`config.mk`:
```
export PLATFORM = sky130hd
export DESIGN_NAME = i2s_tx_stream
export DESIGN_NICKNAME = d
export VERILOG_FILES = /design/src/rtl/i2s_tx_stream.sv
export SDC_FILE = /design/constraint.sdc
export NUM_CORES = 1
export LEC_CHECK = 0
export CAP_MARGIN = 25
export CORE_MARGIN = 1.5
export CORE_UTILIZATION = 55
export DETAILED_ROUTE_END_ITERATION = 7
export HOLD_SLACK_MARGIN = 0.05
export PLACE_DENSITY = 0.76
export SYNTH_ARGS = -nofsm -noshare
export SYNTH_HDL_FRONTEND = slang
export SYNTH_SLANG_ARGS = --single-unit
```
`constraint.sdc`:
```
create_clock -name clk -period 5.2 [get_ports clk]
set_clock_uncertainty 0.1 [all_clocks]
set_input_delay 0.78 -clock clk [delete_from_list [all_inputs] [get_ports clk]]
set_output_delay 0.78 -clock clk [all_outputs]
set_load 0.05 [all_outputs]
```
`src/rtl/i2s_tx_stream.sv`:
```
// I2S / left-justified stereo transmitter with a stereo-pair input FIFO; bclk, lrclk and sdata are generated in the clk domain.
// Optional macro I2S_TX_UNDERRUN_CNT_EN adds a saturating 16-bit underrun counter.
module i2s_tx_stream #(
  parameter int DATA_WIDTH = 24,
  parameter int SLOT_WIDTH = 32,
  parameter int BCLK_DIV   = 2,
  parameter int FIFO_DEPTH = 4
) (
  input  logic                          clk,
  input  logic                          rst_n,
  input  logic                          enable,
  input  logic                          mode,
  input  logic                          s_valid,
  output logic                          s_ready,
  input  logic [DATA_WIDTH-1:0]         s_left,
  input  logic [DATA_WIDTH-1:0]         s_right,
  output logic [$clog2(FIFO_DEPTH):0]   fifo_level,
  output logic                          underrun,
  output logic [15:0]                   underrun_count,
  output logic                          bclk,
  output logic                          lrclk,
  output logic                          sdata
);

  localparam int LW = $clog2(FIFO_DEPTH) + 1;
  localparam int AW = $clog2(FIFO_DEPTH);
  localparam int BW = $clog2(2 * SLOT_WIDTH);
  localparam int KW = BW - 1;
  localparam int DW = (BCLK_DIV > 1) ? $clog2(BCLK_DIV) : 1;
  localparam int IW = $clog2(DATA_WIDTH);
  localparam logic [BW-1:0] BC_LAST  = BW'(2 * SLOT_WIDTH - 1);
  localparam logic [DW-1:0] DIV_LAST = DW'(BCLK_DIV - 1);

  typedef enum logic [1:0] {
    IDLE,
    RUN,
    STOP
  } state_t;

  state_t state, state_next;

  logic [DATA_WIDTH-1:0] mem_l [FIFO_DEPTH];
  logic [DATA_WIDTH-1:0] mem_r [FIFO_DEPTH];
  logic [AW-1:0]         wr_ptr, rd_ptr;
  logic [LW-1:0]         count;
  logic                  fifo_full, fifo_empty, push, pop;

  logic [DW-1:0]         div_cnt;
  logic [BW-1:0]         bc, bc_next;
  logic                  bclk_q, lrclk_q, sdata_q, underrun_q;
  logic                  frame_active;
  logic                  mode_q, mode_next;
  logic [DATA_WIDTH-1:0] word_l, word_r, word_l_next, word_r_next;

  logic                  div_wrap, fall, frame_edge, stop_now, frame_start, underrun_set;
  logic                  lr_next, tx_bit;
  logic [KW-1:0]         k;
  logic [IW-1:0]         idx;
  int                    kd;

  assign fifo_full  = (count == LW'(FIFO_DEPTH));
  assign fifo_empty = (count == '0);
  assign s_ready    = !fifo_full;
  assign push       = s_valid && s_ready;
  assign fifo_level = count;

  assign bclk     = bclk_q;
  assign lrclk    = lrclk_q;
  assign sdata    = sdata_q;
  assign underrun = underrun_q;

  always_ff @(posedge clk) begin
    if (push) begin
      mem_l[wr_ptr] <= s_left;
      mem_r[wr_ptr] <= s_right;
    end
  end

  always_ff @(posedge clk or negedge rst_n) begin
    if (!rst_n) begin
      wr_ptr <= '0;
      rd_ptr <= '0;
      count  <= '0;
    end else begin
      if (push) wr_ptr <= wr_ptr + AW'(1);
      if (pop)  rd_ptr <= rd_ptr + AW'(1);
      case ({push, pop})
        2'b10:   count <= count + LW'(1);
        2'b01:   count <= count - LW'(1);
        default: count <= count;
      endcase
    end
  end

  always_ff @(posedge clk or negedge rst_n) begin
    if (!rst_n) state <= IDLE;
    else        state <= state_next;
  end

  // A frame edge is the fall event that begins bc=0; a stop request ends the run there instead.
  always_comb begin
    state_next = state;
    div_wrap   = (div_cnt == DIV_LAST);
    fall       = (state != IDLE) && div_wrap && bclk_q;
    frame_edge = fall && (!frame_active || (bc == BC_LAST));

    case (state)
      IDLE:    if (enable) state_next = RUN;
      RUN:     if (!enable) state_next = STOP;
      STOP: begin
        if (enable)          state_next = RUN;
        else if (frame_edge) state_next = IDLE;
      end
      default: state_next = IDLE;
    endcase

    stop_now     = (state == STOP) && !enable && frame_edge;
    frame_start  = frame_edge && !stop_now;
    pop          = frame_start && !fifo_empty;
    underrun_set = frame_start && fifo_empty;
  end

  // Serial bit for the slot position being entered at this fall event.
  always_comb begin
    bc_next     = frame_start ? '0 : bc + BW'(1);
    word_l_next = word_l;
    word_r_next = word_r;
    mode_next   = mode_q;
    if (frame_start) begin
      word_l_next = fifo_empty ? '0 : mem_l[rd_ptr];
      word_r_next = fifo_empty ? '0 : mem_r[rd_ptr];
      mode_next   = mode;
    end

    lr_next = bc_next[BW-1];
    k       = bc_next[KW-1:0];
    kd      = int'(k) - (mode_next ? 0 : 1);
    idx     = '0;
    tx_bit  = 1'b0;
    if (kd >= 0 && kd < DATA_WIDTH) begin
      idx    = IW'(DATA_WIDTH - 1 - kd);
      tx_bit = lr_next ? word_r_next[idx] : word_l_next[idx];
    end
  end

  always_ff @(posedge clk or negedge rst_n) begin
    if (!rst_n) begin
      div_cnt      <= '0;
      bclk_q       <= 1'b0;
      lrclk_q      <= 1'b0;
      sdata_q      <= 1'b0;
      underrun_q   <= 1'b0;
      bc           <= '0;
      frame_active <= 1'b0;
      mode_q       <= 1'b0;
      word_l       <= '0;
      word_r       <= '0;
    end else begin
      underrun_q <= underrun_set;
      if (state == IDLE || stop_now) begin
        div_cnt      <= '0;
        bclk_q       <= 1'b0;
        lrclk_q      <= 1'b0;
        sdata_q      <= 1'b0;
        bc           <= '0;
        frame_active <= 1'b0;
      end else begin
        div_cnt <= div_wrap ? '0 : div_cnt + DW'(1);
        if (div_wrap) bclk_q <= !bclk_q;
        if (fall) begin
          bc           <= bc_next;
          frame_active <= 1'b1;
          lrclk_q      <= lr_next;
          sdata_q      <= tx_bit;
        end
        if (frame_start) begin
          word_l <= word_l_next;
          word_r <= word_r_next;
          mode_q <= mode_next;
        end
      end
    end
  end

`ifdef I2S_TX_UNDERRUN_CNT_EN
  logic [15:0] urun_cnt;

  always_ff @(posedge clk or negedge rst_n) begin
    if (!rst_n)                                     urun_cnt <= 16'h0000;
    else if (underrun_set && urun_cnt != 16'hFFFF)  urun_cnt <= urun_cnt + 16'd1;
  end

  assign underrun_count = urun_cnt;
`else
  assign underrun_count = 16'h0000;
`endif

endmodule

```
==> Word-level counts from Yosys, hierarchy flattened <==
Memories as Yosys holds them, arrays and structs flattened.
Index checks and enable logic that the tools add are counted.
{ "word_totals": {"n_memories": 2, "register_bits": 70, "out_inout_bits": 24, "mem_bits_rw": 192, "word_cells": 96} }
{ "memory_table": {"columns": ["name", "words", "width", "read_ports", "rd_clocked_by_memory_dff", "write_ports", "line_no", "rtl"], "rows": [
  ["mem_l", 4, 24, 1, 0, 1, "42", "logic [DATA_WIDTH-1:0] mem_l [FIFO_DEPTH];"],
  ["mem_r", 4, 24, 1, 0, 1, "43", "logic [DATA_WIDTH-1:0] mem_r [FIFO_DEPTH];"]
]} }
{ "classes": {"bitwise_logic": 1, "n_eq_ne": 9, "n_reduce_logical": 26, "mux": 33, "add_sub_neg": 8, "n_lt_le_gt_ge": 3} }
{ "ops": {"columns": ["operator", "n"], "rows": [
  ["24-bit two-way mux", 4],
  ["1-bit two-way mux", 18],
  ["6-bit two-way mux", 3],
  ["1-bit binary-select mux with 5-bit select", 2],
  ["1-bit logical AND", 10],
  ["2-bit two-way mux", 4],
  ["2-bit nonzero test", 4],
  ["6-bit by 1-bit adder with 6-bit output, second input constant", 1],
  ["6-bit equality test, second input constant", 1],
  ["6-bit by 1-bit >= comparator with 1-bit output, second input constant", 1],
  ["1-bit zero test", 6],
  ["5-bit by 6-bit less-than comparator with 1-bit output, second input constant", 1],
  ["6-bit less-than comparator, second input constant", 1],
  ["2-bit case mux with 3 select lines", 1],
  ["3-bit case mux with 2 select lines", 1],
  ["5-bit by 1-bit subtractor with 6-bit output", 1],
  ["5-bit subtractor, first input constant", 1],
  ["2-bit by 1-bit adder with 2-bit output, second input constant", 2],
  ["2-bit by 1-bit equality test with 1-bit output, second input constant", 2],
  ["2-bit equality test, second input constant", 2],
  ["2-bit != test, second input constant", 2],
  ["3-bit by 1-bit adder with 3-bit output, second input constant", 1],
  ["3-bit equality test, second input constant", 1],
  ["3-bit zero test", 1],
  ["8 further kinds", 9]
]} }

==> Longest topological paths before layout <==
Gate-level depths: netlist of run 1.
{ "depth": {"word_depth": 17, "ltp_mapped": 21} }

==> Least setup slack after synthesis of run 1 <==
No wires, ideal clock.
{ "synth_timing": {"path_type": "register to register", "start": "register bc[5]", "end": "register sdata_q, in the netlist sdata", "synth_period_minus_slack_ns": 4.439, "path_slack_ns": 0.761, "arrival_time_ns": 4.202, "t_required_ns": 4.963, "stages_incl_launch_ff": 21, "n_path_buf": 5, "setup_ns": 0.137, "path_cell_list": "dfrtp_1 -> clkbuf_2 -> nand3_1 -> o31a_1 -> or2_0 -> buf_2 -> buf_4 -> clkbuf_1 -> clkbuf_1 -> nand2_1 -> nand2_1 -> inv_1 -> ha_1 -> ha_1 -> xnor2_1 -> nor2_1 -> a22o_1 -> a311o_1 -> or4_1 -> o31ai_1 -> a311oi_1"} }
{ "synth_via": {"elab_chain_len": 16, "elab_cells_between_ends": 27, "cone_classes": "add/sub: 3; order compare: 2; eq/ne: 1; mux: 13; reduce/logical: 8"} }
{ "synth_lines": {"columns": ["item", "line_no", "rtl"], "rows": [
  ["from (decl)", "49", "logic [BW-1:0] bc, bc_next;"],
  ["from (signal assigned)", "171", "bc <= bc_next;"],
  ["6-bit equality test", "105", "frame_edge = fall && (!frame_active || (bc == BC_LAST));"],
  ["1-bit logical OR", "105", null],
  ["1-bit logical AND", "105", null],
  ["1-bit logical AND", "117", "stop_now = (state == STOP) && !enable && frame_edge;"],
  ["1-bit zero test", "118", "frame_start = frame_edge && !stop_now;"],
  ["1-bit logical AND", "118", null],
  ["1-bit two-way mux", "129", "if (frame_start) begin"],
  ["1-bit two-way mux", "137", "kd = int'(k) - (mode_next ? 0 : 1);"],
  ["5-bit by 1-bit subtractor with 6-bit output", "137", null],
  ["5-bit subtractor", "141", "idx = IW'(DATA_WIDTH - 1 - kd);"],
  ["1-bit binary-select mux with 5-bit select", "142", "tx_bit = lr_next ? word_r_next[idx] : word_l_next[idx];"],
  ["1-bit two-way mux (not written as such)", "142", null],
  ["1-bit two-way mux", "142", null],
  ["1-bit two-way mux", "140", "if (kd >= 0 && kd < DATA_WIDTH) begin"],
  ["1-bit two-way mux", "170", "if (fall) begin"],
  ["1-bit two-way mux", "160", "if (state == IDLE || stop_now) begin"],
  ["to (signal assigned)", "174", "sdata_q <= tx_bit;"],
  ["to (decl)", "50", "logic bclk_q, lrclk_q, sdata_q, underrun_q;"]
]} }
Parallel ways exist; a longest one is shown, timed or not. The select of a mux whose other input is x is not followed.
A chain may end at the register's enable or synchronous reset.

==> Final worst setup path of run 1 <==
{ "layout_timing": {"start": "register bc[0]", "end": "register sdata_q, in the netlist sdata"} }
The elaborated chain is that of the path after synthesis.

==> impl_metrics.tcl, run 1 <==
set metrics [dict create \
    max_freq_ghz 0.234 \
    synth_cell_type_count 59 \
    dp_slack_ps 682 \
    p_leak_nw 4.36 \
    clkLatencyLatePin_ps 530 \
    fillers 1286 \
    synth-edff-count 192 \
    clockRootBuffer "clkbuf_16" \
    switching_share_pct 30.2 \
    drt-total-wl_mm 20.8 \
    seqCellArea_um2 7500 \
    peakVddDrop_v 0.000327 \
    timing.slew.headroom_pct 38.9 \
    end_kind "register" \
    holdBufCountCts 0 \
    p_clk_share_pct 27.5 \
    hp-class "input pin to asynchronous set/reset pin" \
    grt_overflow 0 \
    final_area_um2 12200 \
    rsz0062_at_grt "false" \
    io_pins 77 \
    drt_iter0_drc 360 \
    yosysSeqAreaShare_pct 71.0 \
    wl_per_cell_um 22.3 \
    endpoint "sdata" \
    finalWorstSetupSlack_ps 923 \
    gp_congestion 0.814 \
    final_common_cell "edfxtp_1" \
    critPathMaxFanout 12 \
    area_growth_pct 15.7 \
    period_minus_slack_ps 4280 \
    num_vias 5630 \
    worst_slew_pin_slew_ps 909 \
    r2r_end "sdata" \
    p_sw_mw 2.07 \
    dp_hpwl_mm 13.3 \
    insertedDiodeCount 0 \
    die_x_um 142 \
    place_area_um2 11300 \
    grt_pass1_vias 5852 \
    syn_area_um2 10600 \
    worst_setup_path_start_kind "register" \
    layout_common_cells "edfxtp_1, dfrtp_1, clkdlybuf4s50_1, mux4_2, a22o_1" \
    io_buffer_count 60 \
    drv_cap 0 \
    reg2reg_slack_ps 920 \
    r2r_start "bc[0]" \
    fin_crit_sh_pct 82.3 \
    num_rows 50 \
    hold_viol 0 \
    worst_r2r_path_depth 16 \
    critPathLaunch "bc[0]" \
    worstPathArrival_ps 4580 \
    via_per_inst 6.05 \
    start_util_pct 56.2 \
    cp.required_ps 5500 \
    clk_pin_slew_ps 60 \
    multi_input_area_um2 2800 \
    cts_tree "done" \
    htreeDepth 1 \
    synth_warnings 0 \
    ys_seq_elements 261 \
    layout-drive-gt1-share_pct 16.4 \
    outcome "finished clean" \
    core_area_um2 18800 \
    synth_area_per_cell_um2 17.4 \
    synthArstFlopShare_pct 26.4 \
    power_density_nw_per_um2 561 \
    whs_ps 210 \
    grt.total_usage_pct 21.7 \
    slew_violations 0 \
    drt_pre_antenna_iters 5 \
    setup_viol 0 \
    comb_power_share_pct 27.4 \
    ant_nets 0 \
    cts_setup_buffers 0 \
    die_y_um 142 \
    cts_sinks 261 \
    synthCells 605 \
    grt_antenna_before_repair 0 \
    cts-buffers-inserted 27 \
    clk_path_buf_depth 3 \
    ys.flop_type "edfxtp_1" \
    grt_pass1_wl_mm 32.9 \
    grt_max_degree 59 \
    drc_errors 0 \
    cts_resized 0 \
    dieArea_um2 20000 \
    internal_power_mw 4.78 \
    layout.nets 737 \
    crit_type "register to register" \
    seqPwrFrac_pct 45.1 \
    fin_setup_tns_ps 0 \
]
[synth_stat cells, drive strengths merged (5+ instances only)]
library cell,n,area share (%)
dfrtp,69,16
a22o,47,3.9
buf,34,2.2
xor2,6,0.50
a21oi,12,0.60
clkbuf,14,0.51
o21ai,22,1.0
xnor2,7,0.58
and3,7,0.42
edfxtp,192,55
inv,12,0.43
nand2b,5,0.30
nand3,8,0.38
nor3,7,0.38
nand2,27,0.98
mux2i,6,0.57
o22ai,5,0.30
nor2,20,0.71
ha,8,0.95
mux4,50,11
[final cells by class]
type | instances | share of cell area (%)
multi-input cells | 298 | 22.9
well taps | 234 | 2.40
repair buffers | 74 | 5.74
clock buffers | 39 | 6.16
inverters | 13 | 0.400
flip-flops and latches | 261 | 61.4
clock inverters | 11 | 1.01
[stage by stage]
step | std cells | power (mW) | utilization, %
after floorplan | 620 | 4.42 | -
after global placement | 880 | 4.97 | 60.4
after detailed placement | 880 | 5.03 | 60.4
after CTS | 930 | 6.93 | 65.1
after global routing | 930 | 7.19 | 65.1
final | 930 | 6.85 | 65.1
[cell families (layout without fill, tap and decap cells)]
family                   Yosys count  in the layout  share of synthesized area (%)
AO/OA/AOI/OAI                    116            116                           8.22
XOR/XNOR                          13             13                           1.08
adder cells (fa/ha/maj)            9              9                           1.14
buffers and inverters             61            137                           3.14
flip-flops                       261            261                           71.0
multiplexers                      58             58                           11.5
other                              1             16                         0.0355
AND/OR/NAND/NOR                   86             86                           3.93
[power groups by stage]
stage	registers (mW)	clock network, mW	logic (mW)
finish	3.09	1.88	1.87
global route	3.15	2.00	2.03
CTS	3.10	1.92	1.90
detailed placement	3.14	0	1.89
global placement	3.10	0	1.87
floorplan	3.01	0	1.42
[layer usage]
metal  GRT usage (%)  vias up  wire (um)
met1            31.0     2944       9050
met3            2.90       29        871
met4            4.88        0        376
met5               0        -          0
li1                -     2512          -
met2            36.5      145      10500
[critical path, stage by stage (launching register included)]
cell and delay (ps):
dfrtp_1 420, ha_1 290, nand2_2 110, o31a_1 430, nor2_1 400, nand2_1 100
nand2_1 100, inv_1 50, ha_1 210, ha_1 540, inv_1 250, a211o_1 270
a311oi_1 280, nor3_1 100, a211oi_1 250, o2bb2ai_1 170, a311oi_1 60
[registers in the layout, summed over array words and instances, names as in the netlist]
register,cells
fifo_level,3
word_l,24
word_r,24
bc,6
underrun,1
frame_active,1
wr_ptr,2
mode_q,1
sdata,1
mem_l,96
state,2
rd_ptr,2
mem_r,96
bclk,1
div_cnt,1
[worst min-delay path by stage]
stage / from / to / slack (ps)
finish: rst_n / sdata / 210
global route: rst_n / word_r[18] / 270
CTS: rst_n / sdata / 230
detailed placement: mode_q / mode_q / 370
global placement: word_r[7] / word_r[7] / 370
floorplan: mode_q / mode_q / 340
No activity file was read; power rests on OpenSTA's default activity.
==> run 2: changes to the inputs <==
- CORE_UTILIZATION: 55 -> 53
- clock period: 5.2 -> 3.6 ns (I/O delays scaled with it)
==> impl_metrics.tcl, run 2 (synthesized netlist as in run 1, its figures left out) <==
set metrics [dict create \
    io_pins 77 \
    end_kind "register" \
    io_buffer_count 60 \
    grt_overflow 0 \
    setup_viol 0 \
    clk_path_buf_depth 3 \
    fin_crit_sh_pct 96.2 \
    slew_violations 0 \
    power_density_nw_per_um2 798 \
    via_per_inst 5.75 \
    timing.slew.headroom_pct 50.7 \
    dp_hpwl_mm 12.8 \
    clkLatencyLatePin_ps 520 \
    cp.required_ps 3890 \
    gp_congestion 0.887 \
    ant_nets 0 \
    die_y_um 144 \
    cts_sinks 261 \
    layout_common_cells "edfxtp_1, dfrtp_1, clkdlybuf4s50_1, mux4_2, a22o_1" \
    cp_num_buf_inv 1 \
    drt_pre_antenna_iters 5 \
    p_leak_nw 4.53 \
    wl_per_cell_um 20.6 \
    fillers 1330 \
    outcome "finished clean" \
    period_minus_slack_ps 3460 \
    dieArea_um2 20800 \
    fin_setup_tns_ps 0 \
    rsz0062_at_grt "false" \
    num_rows 51 \
    top_regs "mem_l: 96 flops, mem_r: 96 flops" \
    peakVddDrop_v 0.000457 \
    place_area_um2 11700 \
    crit_type "register to register" \
    hold_viol 0 \
    grt.total_usage_pct 20.6 \
    cpPeakStageDelay_ps 400 \
    crit_slowest_cell "or4_1" \
    insertedDiodeCount 0 \
    path_cells "ha_2 -> nand2_2 -> o31a_1 -> or2_4 -> nand2_1 -> nand2_1 -> inv_1 -> ha_2 -> ha_4 -> xor2_4 -> nor2_1 -> a22o_1 -> a311o_1 -> or4_1 -> o31ai_1 -> a311oi_1" \
    hp-class "register to register" \
    cts_tree "done" \
    drt-total-wl_mm 20.4 \
    die_x_um 144 \
    area_growth_pct 19.8 \
    layout.nets 763 \
    core_area_um2 19500 \
    critPathMaxFanout 5 \
    grt_pass1_vias 5994 \
    cts-buffers-inserted 27 \
    final_common_cell "edfxtp_1" \
    post-route-util_pct 65.0 \
    worstPathArrival_ps 3750 \
    clk_pin_slew_ps 70 \
    layout-drive-gt1-share_pct 22.1 \
    max_freq_ghz 0.289 \
    htreeDepth 1 \
    drv_cap 0 \
    drc_errors 0 \
    grt_pass1_wl_mm 32.6 \
    clockRootBuffer "clkbuf_16" \
    final_area_um2 12600 \
    worst_slew_pin_slew_ps 739 \
    grt_max_degree 49 \
    drt_iter0_drc 497 \
    num_vias 5668 \
    worst_setup_path_start_kind "register" \
    grt_antenna_before_repair 0 \
    start_util_pct 54.2 \
    cp_top_family "compound AO/OA/AOI/OAI gates" \
]
## run 2: metal layers
metal  up-vias  GRT usage [%]  routed length (um)
met5         -              0                   0
met4         0           4.83                 348
met3        27           2.72                 822
met2       141           35.1               10300
met1      2932           28.4                8850
li1       2568              -                   -
## run 2: what timing repair did
item | 4_1_cts | 5_1_grt
endpoints found under the hold margin | 22 | 0
setup buffers | 0 | 1
endpoints found under the setup margin | 0 | 1
hold buffers | 1 | 0
gates resized for setup | 0 | 11
## run 2: worst paths after layout
check | from | end | slack (ps) | depth (start not counted)
setup / recovery | bc[1] | sdata | 140 | 16
hold / removal | mode_q | mode_q | 380 | 2
setup reg to reg | bc[1] | sdata | 140 | 16
hold reg to reg | mode_q | mode_q | 380 | 2
max in group asynchronous | rst_n | rd_ptr[0] | 2230 | 3
min in group asynchronous | rst_n | bc[2] | 480 | 2
## run 2: where the power goes
part	total, mW	internal [mW]	switching [mW]
Sequential	4.41	4.04	0.371
Combinational	2.95	1.42	1.53
Clock	2.72	1.63	1.09
## run 2: through the flow
stage	hold WS (ps)	std cells	setup slack, ps	power, mW
5_1_grt	424	986	12.1	10.6
3_3_place_gp	363	935	18.7	7.32
2_1_floorplan	144	620	-342	6.41
4_1_cts	384	985	71.9	10.2
3_5_place_dp	368	935	3.77	7.40
6_report	385	986	138	10.1
## run 2: final cells by class
type | count | area [um^2] | share of cell area (%)
clock buffers | 40 | 848 | 6.71
clock inverters | 9 | 53.8 | 0.426
inverters | 13 | 52.6 | 0.416
multi-input cells | 298 | 2880 | 22.7
flip-flops and latches | 261 | 7500 | 59.3
well taps | 265 | 332 | 2.62
repair buffers | 100 | 981 | 7.76
## run 2: tightest hold or removal path: stages (launching register included)
cell,delay (ps)
dfrtp_1,320
nand2_1,50
nand2_1,80
==> run 3: changes to the inputs <==
- ABC_AREA: not set -> 1
- CORE_ASPECT_RATIO: not set -> 1.5
- GPL_TIMING_DRIVEN: not set -> 0
==> impl_metrics.tcl, run 3 <==
set metrics [dict create \
    outcome "finished clean" \
    clk_pin_slew_ps 70 \
    cts-buffers-inserted 24 \
    clkLatencyLatePin_ps 520 \
    cts_tree "done" \
    critPathLaunch "bc[1]" \
    crit_type "register to register" \
    clk_path_buf_depth 3 \
    period_minus_slack_ps 3280 \
    drv_cap 0 \
    ys_top_cells_by_count "nand2_1, edfxtp_1, nand3_1, nor2_1, inv_1" \
    dp_slack_ps -661 \
    fin_crit_sh_pct 91.1 \
    yosysSeqAreaShare_pct 66.8 \
    rsz0062_at_grt "false" \
    final_area_um2 13300 \
    grt_max_degree 70 \
    layout-drive-gt1-share_pct 10.9 \
    worst_r2r_path_depth 19 \
    end_kind "register" \
    grt.total_usage_pct 24.7 \
    layout_common_cells "nand2_1, edfxtp_1, nand3_1, nor2_1, inv_1" \
    drt_pre_antenna_iters 5 \
    insertedDiodeCount 0 \
    synthArstFlopShare_pct 26.4 \
    yosys.area.top_type "edfxtp_1" \
    peakVddDrop_v 0.000472 \
    htreeDepth 1 \
    cp.required_ps 3950 \
    reg2reg_slack_ps 320 \
    timing.slew.headroom_pct 34.4 \
    hp-class "input pin to asynchronous set/reset pin" \
    synth_top_area_share_pct 51.4 \
    finalPower_mw 11.0 \
    yosys.cell_count.top_type "nand2_1" \
    synth_cell_type_count 36 \
    drt-total-wl_mm 26.6 \
    area_growth_pct 18.3 \
    synthXorXnorAreaFrac_pct 0.871 \
    setup_viol 0 \
    layout.nets 1247 \
    synthCells 1071 \
    critPathMaxFanout 19 \
    num_vias 8037 \
    wl_per_cell_um 18.1 \
    worst_setup_path_start_kind "register" \
    gp_congestion 0.857 \
    worstPathArrival_ps 3630 \
    grt_antenna_before_repair 0 \
    ys_seq_elements 261 \
    synth-edff-count 192 \
    num_rows 65 \
    synth_compound_area_share_pct 4.92 \
    finalWorstSetupSlack_ps 320 \
    die_y_um 181 \
    dp_hpwl_mm 17.4 \
    yosys.area_share.simple_pct 20.0 \
    via_per_inst 5.46 \
    synth_top_family_by_area "simple AND/OR/NAND/NOR gates" \
    clockRootBuffer "clkbuf_16" \
    io_buffer_count 60 \
    p_leak_nw 5.56 \
    endpoint "sdata" \
    r2r_end "sdata" \
    ant_nets 0 \
    slew_violations 0 \
    start_util_pct 53.6 \
    power_density_nw_per_um2 827 \
    ys.flop_type "edfxtp_1" \
    ys_top_cells_by_area "edfxtp_1, dfrtp_1, nand2_1, nand3_1, nor2_1" \
    top_regs "mem_l: 96 flops, mem_r: 96 flops" \
    hold_viol 0 \
    die_x_um 122 \
    holdBufCountCts 0 \
    synth_area_per_cell_um2 10.5 \
    grt_pass1_vias 8116 \
    synthMuxAreaShare_pct 0 \
    worst_slew_pin_slew_ps 984 \
    post-route-util_pct 63.4 \
    core_area_um2 20900 \
    place_area_um2 12300 \
    dieArea_um2 22000 \
    grt_overflow 0 \
    max_freq_ghz 0.305 \
    syn_area_um2 11200 \
    final_common_cell "nand2_1" \
    grt_pass1_wl_mm 41.7 \
    synthAdderAreaFrac_pct 1.07 \
    io_pins 77 \
    r2r_start "bc[1]" \
    drt_iter0_drc 703 \
    synth_warnings 0 \
    cts_sinks 261 \
    drc_errors 0 \
]
-- run 3: timing repair --
item                                   4_1_cts  5_1_grt
buffers inserted                             0       10
endpoints found under the hold margin        0        0
pin swaps                                    0        1
cloned                                       0        1
gates resized for setup                      6       12
setup endpoints to repair                    1        1
-- run 3: through the flow --
step                      instances  hold WS [ps]  TNS (ps)
after floorplan                1086           144   -114450
after global placement         1414           342   -391890
after CTS                      1461          71.8         0
final                          1471          30.5         0
after global routing           1471          93.6         0
after detailed placement       1418           349      -661
-- run 3: cells by family (layout without fill, tap and decap cells) --
family / Yosys count / count (layout)
AO/OA/AOI/OAI: 103 / 103
flip-flops: 261 / 261
buffers and inverters: 149 / 266
XOR/XNOR: 9 / 9
other: 1 / 16
AND/OR/NAND/NOR: 539 / 539
adder cells (fa/ha/maj): 9 / 9
-- run 3: routing by layer --
layer | wire length, um | GRT usage, %
met1 | 9830 | 29.2
met2 | 13700 | 43.5
met3 | 1710 | 3.38
met4 | 1380 | 12.6
met5 | 0 | 0
-- run 3: worst max-delay path, stage by stage, from the launching register on --
cell	delay (ps)
dfrtp_1	380
ha_2	220
nand3_2	100
o21bai_2	170
nand3_4	140
buf_6	210
or2_2	280
o21ai_0	120
ha_2	330
clkbuf_4	210
buf_4	210
nand3_1	140
nand3_1	90
nand3_1	90
nand2_1	80
nand2_1	60
nand3_1	80
nand2_1	60
nand2_1	50
o21ai_1	100
-- run 3: how the worst min path moves through the flow --
stage                 start   endpoint  slack, ps  depth (start not counted)
floorplan             rst_n      bc[0]        140                          0
CTS                   rst_n  wr_ptr[0]         70                          1
detailed placement  div_cnt    div_cnt        350                          1
global placement    div_cnt    div_cnt        340                          1
global route          rst_n  wr_ptr[0]         90                          1
finish                rst_n  wr_ptr[1]         30                          1
-- run 3: power breakdown --
group | switching (mW) | internal, mW
Clock | 1.09 | 1.62
Combinational | 2.79 | 1.26
Sequential | 0.198 | 4.00
Total | 4.08 | 6.88
-- run 3: layout make-up --
type | count | area [um^2]
Buffer | 65 | 403
Clock buffer | 28 | 637
Clock inverter | 16 | 203
Fill cell | 1635 | 7650
Inverter | 82 | 317
Multi-Input combinational cell | 676 | 3110
Sequential cell | 261 | 7490
Tap cell | 268 | 335
Timing Repair Buffer | 74 | 753
Timing Repair inverter | 1 | 7.51
